`config.mk`:
```
export PLATFORM = sky130hd
export DESIGN_NAME = sync_fifo_param
export DESIGN_NICKNAME = d
export VERILOG_FILES = /design/src/rtl/sync_fifo_param.sv
export SDC_FILE = /design/constraint.sdc
export NUM_CORES = 1
export LEC_CHECK = 0
export ABC_CLOCK_PERIOD_IN_PS = 6300
export CAP_MARGIN = 20
export CORE_MARGIN = 2
export CORE_UTILIZATION = 55
export CTS_CLUSTER_DIAMETER = 50
export CTS_CLUSTER_SIZE = 12
export DETAILED_ROUTE_END_ITERATION = 7
export PLACE_DENSITY = 0.76
export SLEW_MARGIN = 40
export SYNTH_ARGS = -nofsm -noshare
export SYNTH_HDL_FRONTEND = slang
export SYNTH_SLANG_ARGS = --single-unit
```
`constraint.sdc`:
```
create_clock -name clk -period 6.3 [get_ports clk]
set_input_delay 0.945 -clock clk [delete_from_list [all_inputs] [get_ports clk]]
set_output_delay 0.945 -clock clk [all_outputs]
set_load 0.02 [all_outputs]
```
`src/rtl/sync_fifo_param.sv`:
```
// Single-clock FIFO with arbitrary depth, selectable FWFT read mode,
// occupancy count, almost-full/almost-empty thresholds and sticky error flags.
module sync_fifo_param #(
    parameter int DATA_WIDTH = 16,
    parameter int DEPTH      = 8,
    parameter int FWFT       = 0,
    parameter int AF_THRESH  = DEPTH - 2,
    parameter int AE_THRESH  = 2
) (
    input  logic                         clk,
    input  logic                         rst,
    input  logic                         wr_en,
    input  logic [DATA_WIDTH-1:0]        din,
    input  logic                         rd_en,
    output logic [DATA_WIDTH-1:0]        dout,
    output logic                         full,
    output logic                         empty,
    output logic                         almost_full,
    output logic                         almost_empty,
    output logic [$clog2(DEPTH+1)-1:0]   count,
    output logic                         overflow,
    output logic                         underflow
);

    localparam int CW = $clog2(DEPTH + 1);
    localparam int PW = $clog2(DEPTH);
    localparam logic [CW-1:0] DEPTH_C  = CW'(DEPTH);
    localparam logic [CW-1:0] AF_C     = CW'(AF_THRESH);
    localparam logic [CW-1:0] AE_C     = CW'(AE_THRESH);
    localparam logic [PW-1:0] LAST_PTR = PW'(DEPTH - 1);

    logic [DATA_WIDTH-1:0] mem_q [DEPTH];

    logic [PW-1:0] wr_ptr_q, wr_ptr_d;
    logic [PW-1:0] rd_ptr_q, rd_ptr_d;
    logic [CW-1:0] count_q, count_d;
    logic          overflow_q, overflow_d;
    logic          underflow_q, underflow_d;
    logic          rd_acc, wr_acc;

    // Flags come only from registered count, never from the request inputs.
    assign full         = (count_q == DEPTH_C);
    assign empty        = (count_q == '0);
    assign almost_full  = (count_q >= AF_C);
    assign almost_empty = (count_q <= AE_C);
    assign count        = count_q;
    assign overflow     = overflow_q;
    assign underflow    = underflow_q;

    always_comb begin
        rd_acc      = rd_en && !empty;
        wr_acc      = wr_en && (!full || rd_acc);

        wr_ptr_d    = wr_ptr_q;
        rd_ptr_d    = rd_ptr_q;
        count_d     = count_q;
        overflow_d  = overflow_q  | (wr_en && !wr_acc);
        underflow_d = underflow_q | (rd_en && !rd_acc);

        if (wr_acc) begin
            wr_ptr_d = (wr_ptr_q == LAST_PTR) ? '0 : wr_ptr_q + PW'(1);
        end
        if (rd_acc) begin
            rd_ptr_d = (rd_ptr_q == LAST_PTR) ? '0 : rd_ptr_q + PW'(1);
        end

        case ({wr_acc, rd_acc})
            2'b10:   count_d = count_q + CW'(1);
            2'b01:   count_d = count_q - CW'(1);
            default: count_d = count_q;
        endcase
    end

    always_ff @(posedge clk) begin
        if (rst) begin
            wr_ptr_q    <= '0;
            rd_ptr_q    <= '0;
            count_q     <= '0;
            overflow_q  <= 1'b0;
            underflow_q <= 1'b0;
        end else begin
            wr_ptr_q    <= wr_ptr_d;
            rd_ptr_q    <= rd_ptr_d;
            count_q     <= count_d;
            overflow_q  <= overflow_d;
            underflow_q <= underflow_d;
        end
    end

    // Storage is deliberately not cleared; reset only discards it via the pointers.
    always_ff @(posedge clk) begin
        if (!rst && wr_acc) begin
            mem_q[wr_ptr_q] <= din;
        end
    end

    generate
        if (FWFT != 0) begin : g_fwft
            always_comb begin
                dout = empty ? '0 : mem_q[rd_ptr_q];
            end
        end else begin : g_std
            logic [DATA_WIDTH-1:0] dout_q, dout_d;

            always_comb begin
                dout_d = rd_acc ? mem_q[rd_ptr_q] : dout_q;
            end

            always_ff @(posedge clk) begin
                if (rst) begin
                    dout_q <= '0;
                end else begin
                    dout_q <= dout_d;
                end
            end

            assign dout = dout_q;
        end
    endgenerate

endmodule

```
After elaboration in Yosys (flattened, before gate mapping):

Memories as Yosys holds them, arrays and structs flattened. A register that Yosys moved wholly into a read port is not among the register bits.
Index checks and enable logic that the tools add are counted.

* flip-flop bits (word level): 12
* RAM bits: 128
* output and inout port bits: 26
* memories kept: 1

Memories
* mem_q: depth 8, width 16, rd ports 1, clocked after Yosys merged registers in 1, wr ports 1, line 32 `logic [DATA_WIDTH-1:0] mem_q [DEPTH];`

* $add $sub $neg: 4
* order comparisons: 2
* equality and inequality tests: 5
* muxes and demuxes: 5
* bitwise operators: 2
* reductions and logical operators: 13

Operator list (number)
* case mux 4 bit (2 select lines): 1
* adder 3 x 1 -> 3 bit (second input constant): 2
* equality test 3 bit (second input constant): 2
* two-way mux 3 bit: 2
* logical AND 1 bit: 5
* zero test 1 bit: 5
* adder 4 x 1 -> 4 bit (second input constant): 1
* equality test 4 bit (second input constant): 1
* greater-or-equal comparator 4 x 3 -> 1 bit (second input constant): 1
* less-or-equal comparator 4 x 2 -> 1 bit (second input constant): 1
* zero test 4 bit: 1
* subtractor 4 x 1 -> 4 bit (second input constant): 1
* equality test 2 x 1 -> 1 bit (second input constant): 1
* equality test 2 bit (second input constant): 1
* two-way mux 1 bit: 2
* bitwise OR 1 bit: 2
* nonzero test 2 bit: 1
* logical OR 1 bit: 1

Logic depth before layout (Yosys ltp):

* depth after elaboration: 8
* gate-level depth with buffers: 11

Worst setup path before layout:

OpenSTA, ideal clock, no wires.

* kind: input -> register
* from: input wr_en
* to: memory mem_q[1][0] (enable)
* setup time: 430 ps
* data arrival time: 2867 ps
* setup slack: 3003 ps
* cell stages on the path: 3
* path buffers: 1
* cells stage by stage: buf_2 o21ai_4 nor4_1

* cells in the longest elaborated chain, start to end: 4

RTL lines
* from (decl): line 12 `input logic wr_en,`
* logical AND 1 bit: line 52 `wr_acc = wr_en && (!full || rd_acc);`
* logical AND 1 bit: line 92 `if (!rst && wr_acc) begin`
* two-way mux 1 bit: line 92
* two-way mux 1 bit (implied by the code): line 93 `mem_q[wr_ptr_q] <= din;`
* to (decl): line 32

Every way passes these cells.

Worst setup path in the final report:

* from: register count_q[3] (netlist: count[3])
* to: output full

* cells in the longest elaborated chain, start to end: 1

RTL lines
* from (decl): line 36 `logic [CW-1:0] count_q, count_d;`
* from (signal assigned): line 84 `count_q <= count_d;`
* equality test 4 bit: line 42 `assign full = (count_q == DEPTH_C);`
* to (decl): line 16 `output logic full,`

Every way passes these cells.

==> key figures <==
Run status
  – Status: finished clean

Cells and area
  – Area of the multi-input gates: 1630 um2
  – Reg area: 4410 um2
  – Fillers: between 700 and 800
  – Nets: 419
  – Fraction of layout cells with a size suffix above 1: approximately 23%
  – Synthesis-to-finish area growth: 20.5%
  – Fin util: 68.1%
  – Layout Cells excl Fill: ~550
  – Ant diodes: 0

Critical path
  – Worst setup path class: flip-flop to output pin
  – CP max stage cell: clkdlybuf4s50_1
  – CP startpoint kind: flip-flop
  – CP Data Arrival Time: around 2300 ps
  – Crit-path leading delay family: buffers and inverters
  – Largest fanout on the critical path: 8
  – Worst path max stage delay: around 610 ps
  – CP required: ~5400 ps
  – CP Capture Type: output pin
  – CP cell instances: or4b_4, inv_1, clkdlybuf4s50_1
  – WP buf/inv: 2

Synthesis
  – Mapped cell area: approximately 6100 um2
  – Post-synthesis sequential area ratio: a little under three quarters
  – Ys async rst share: 0%
  – Syn nets: around 360
  – Largest cells by area after synthesis: edfxtp_1, mux4_2, dfxtp_1, mux2i_1, a211oi_1
  – Post-Synth XOR/XNOR Area: less than 1%
  – Syn Area/Cell: ~18 um2
  – Ys flop type: edfxtp_1
  – Adder-cell area share of the yosys netlist: under 10%
  – Post-synthesis cell count: 335
  – Synth top cells by count: edfxtp_1, mux4_2, dfxtp_1
  – Simple-gate share of the synthesized area: under 10%
  – Synthesized flop and latch total: about 160
  – Top-count cell post-synth: edfxtp_1
  – Yosys cell types: 37
  – Yosys Warn Count: 0
  – Synth Area in Compound Gates: 3.76%
  – Synth top area share: between 60% and 70%
  – Synth area leader: edfxtp_1
  – Mux contribution to synthesized area: between 10% and 20%
  – Post-synth EDFFs: between 100 and 150
  – Largest family of logic cells by synthesized area: multiplexers

CTS
  – Htree depth: 4
  – CTS clk-pin slew, worst paths: approximately 70 ps
  – CTS tree: done
  – Worst-skew pair later-pin latency: between 500 and 600 ps
  – TritonCTS buffer count: 17
  – Sink Count: approximately 160
  – Setup Fix Bufs, Post-CTS: 0
  – Root buf cell: clkbuf_8
  – Hold Buf Count CTS: 0
  – Clk buf depth: 2
  – Resized cells post-CTS: 0

STA
  – Slew HR: a little under three fifths
  – Final Hold Fails: 0
  – Sum Neg Setup Slack: 0 ps
  – Final setup vio count: 0
  – Worst-margin pin slew: ~660 ps
  – Fin crit period: ~3300 ps
  – Slew Limit Fails: 0
  – Hold WS: 473 ps
  – Fmax: approximately 310 MHz
  – Final Cycle Share: 51.9%
  – Setup ws final: slightly above 3000 ps
  – Clock Skews: roughly 7 ps
  – RSZ-0062 raised after global routing: no

Flow run
  – Max cap viols: 0

Place
  – Routability cong.: 0.813
  – HPWL reported at the end of detailed placement: between 6000 and 7000 um
  – Port-buffer cells: 45
  – Post-Place Cells: between 500 and 600
  – Dpl ws: about 2800 ps

Die
  – Die Area: about 12000 um2
  – Starting density of the core: between 50% and 60%
  – Site row count: 38
  – Ports: 46
  – Core ar.: ~11000 um2
  – Die width: between 100 and 150 um
  – Die Span Y: 109 um

Global routing
  – Largest net degree at the start of global routing: 36
  – Grt ovf: 0
  – Met3 Use GR: 5.22%
  – Met2 GRT Util: 34.1%
  – Vias in the first global route: 3256
  – Met1 GRT Util: between 20% and 30%
  – Initial antenna violation count: 0
  – GRT Max-Usage Layer: met2
  – First-pass GRT wire length: approximately 18000 um
  – GRT Overall Usage: between 20% and 30%

Route
  – Routed wire length: about 11000 um
  – ANT nets after route: 0
  – Drt wl/cell: approximately 21 um
  – DR iter-0 viols: about 300
  – # DRC: 0
  – Pre-antenna DRT Iters: 4
  – Total number of vias: ~3200
  – Vias per Instance: between 5 and 6

Min path
  – Hold Crit Class: flip-flop to flip-flop

Pwr
  – Leak Pwr: approximately 2.4 nW
  – Power Density: a little over 400 nW/um2
  – Maximum VDD drop: between 0.3 and 0.4 mV
## area by class of cell
class | count | share of cell area (%)
sequential | 156 | 59.8
multi-input combinational | 153 | 22.1
timing repair buffer | 59 | 7.53
clock buffer | 19 | 6.29
tap | 140 | 2.37
clock inverter | 13 | 1.64
inverter | 5 | 0.254
## final timing paths
| kind | start | endpoint | slack, ps | cells after the start |
|---|---|---|---|---|
| max reg2reg | count[3] | count[3] | 3800 | 10 |
| min reg2reg | underflow | underflow | 470 | 2 |
| max | count[3] | full | 3030 | 3 |
| min | underflow | underflow | 470 | 2 |
## registers in the layout, indices dropped and copies added (netlist names)
name	count
wr_ptr_q	3
overflow	1
rd_ptr_q	3
underflow	1
mem_q	128
dout	16
count	4
## kinds of logic after synthesis
family | after synthesis
buffers and inverters | 26
DFF | 156
and+or+nand+nor | 60
xor gates and xnor gates | 3
AOI/OAI and AO/OA | 31
muxes | 52
adders and majority gates | 7
## layer usage
layer,vias up,wire length [um]
met3,11,701
met2,106,5900
met4,0,123
met1,1644,4760
met5,-,0
li1,1448,-
## placed cells by master, fill, tap and decap left out, drive strengths merged, types with 5 or more instances in the layout
cell           count
a211oi            19
nor2              26
edfxtp           128
mux4              32
a21oi              7
nor3               5
dfxtp             28
inv               13
clkdlybuf4s50     45
buf               14
clkbuf            19
ha                 6
mux2i             20
nand2              8
## power breakdown
part	total [mW]	switching, mW	leakage (nW)	internal (mW)
Clock	0.993	0.415	0.288	0.578
Combinational	0.723	0.361	0.702	0.362
Sequential	1.28	0.0881	1.39	1.19
## worst reg2reg max path, cell delays in order, from the launching register on
cell and delay [ps]:
dfxtp_1 420, nor4_4 400, nor2b_2 70, buf_4 250
nand2b_1 160, inv_1 80, ha_1 330, a21oi_1 270
a21boi_0 130, nand3b_1 170, a31oi_1 170
## metrics by stage
| step | cell area, um2 | power (mW) |
|---|---|---|
| 3_3_place_gp | 6780 | 2.01 |
| 6_report | 7380 | 3.00 |
| 5_1_grt | 7380 | 3.14 |
| 3_5_place_dp | 6790 | 2.03 |
| 4_1_cts | 7370 | 3.02 |
| 2_1_floorplan | 6120 | 1.79 |
No activity file was read; power rests on OpenSTA's default activity.
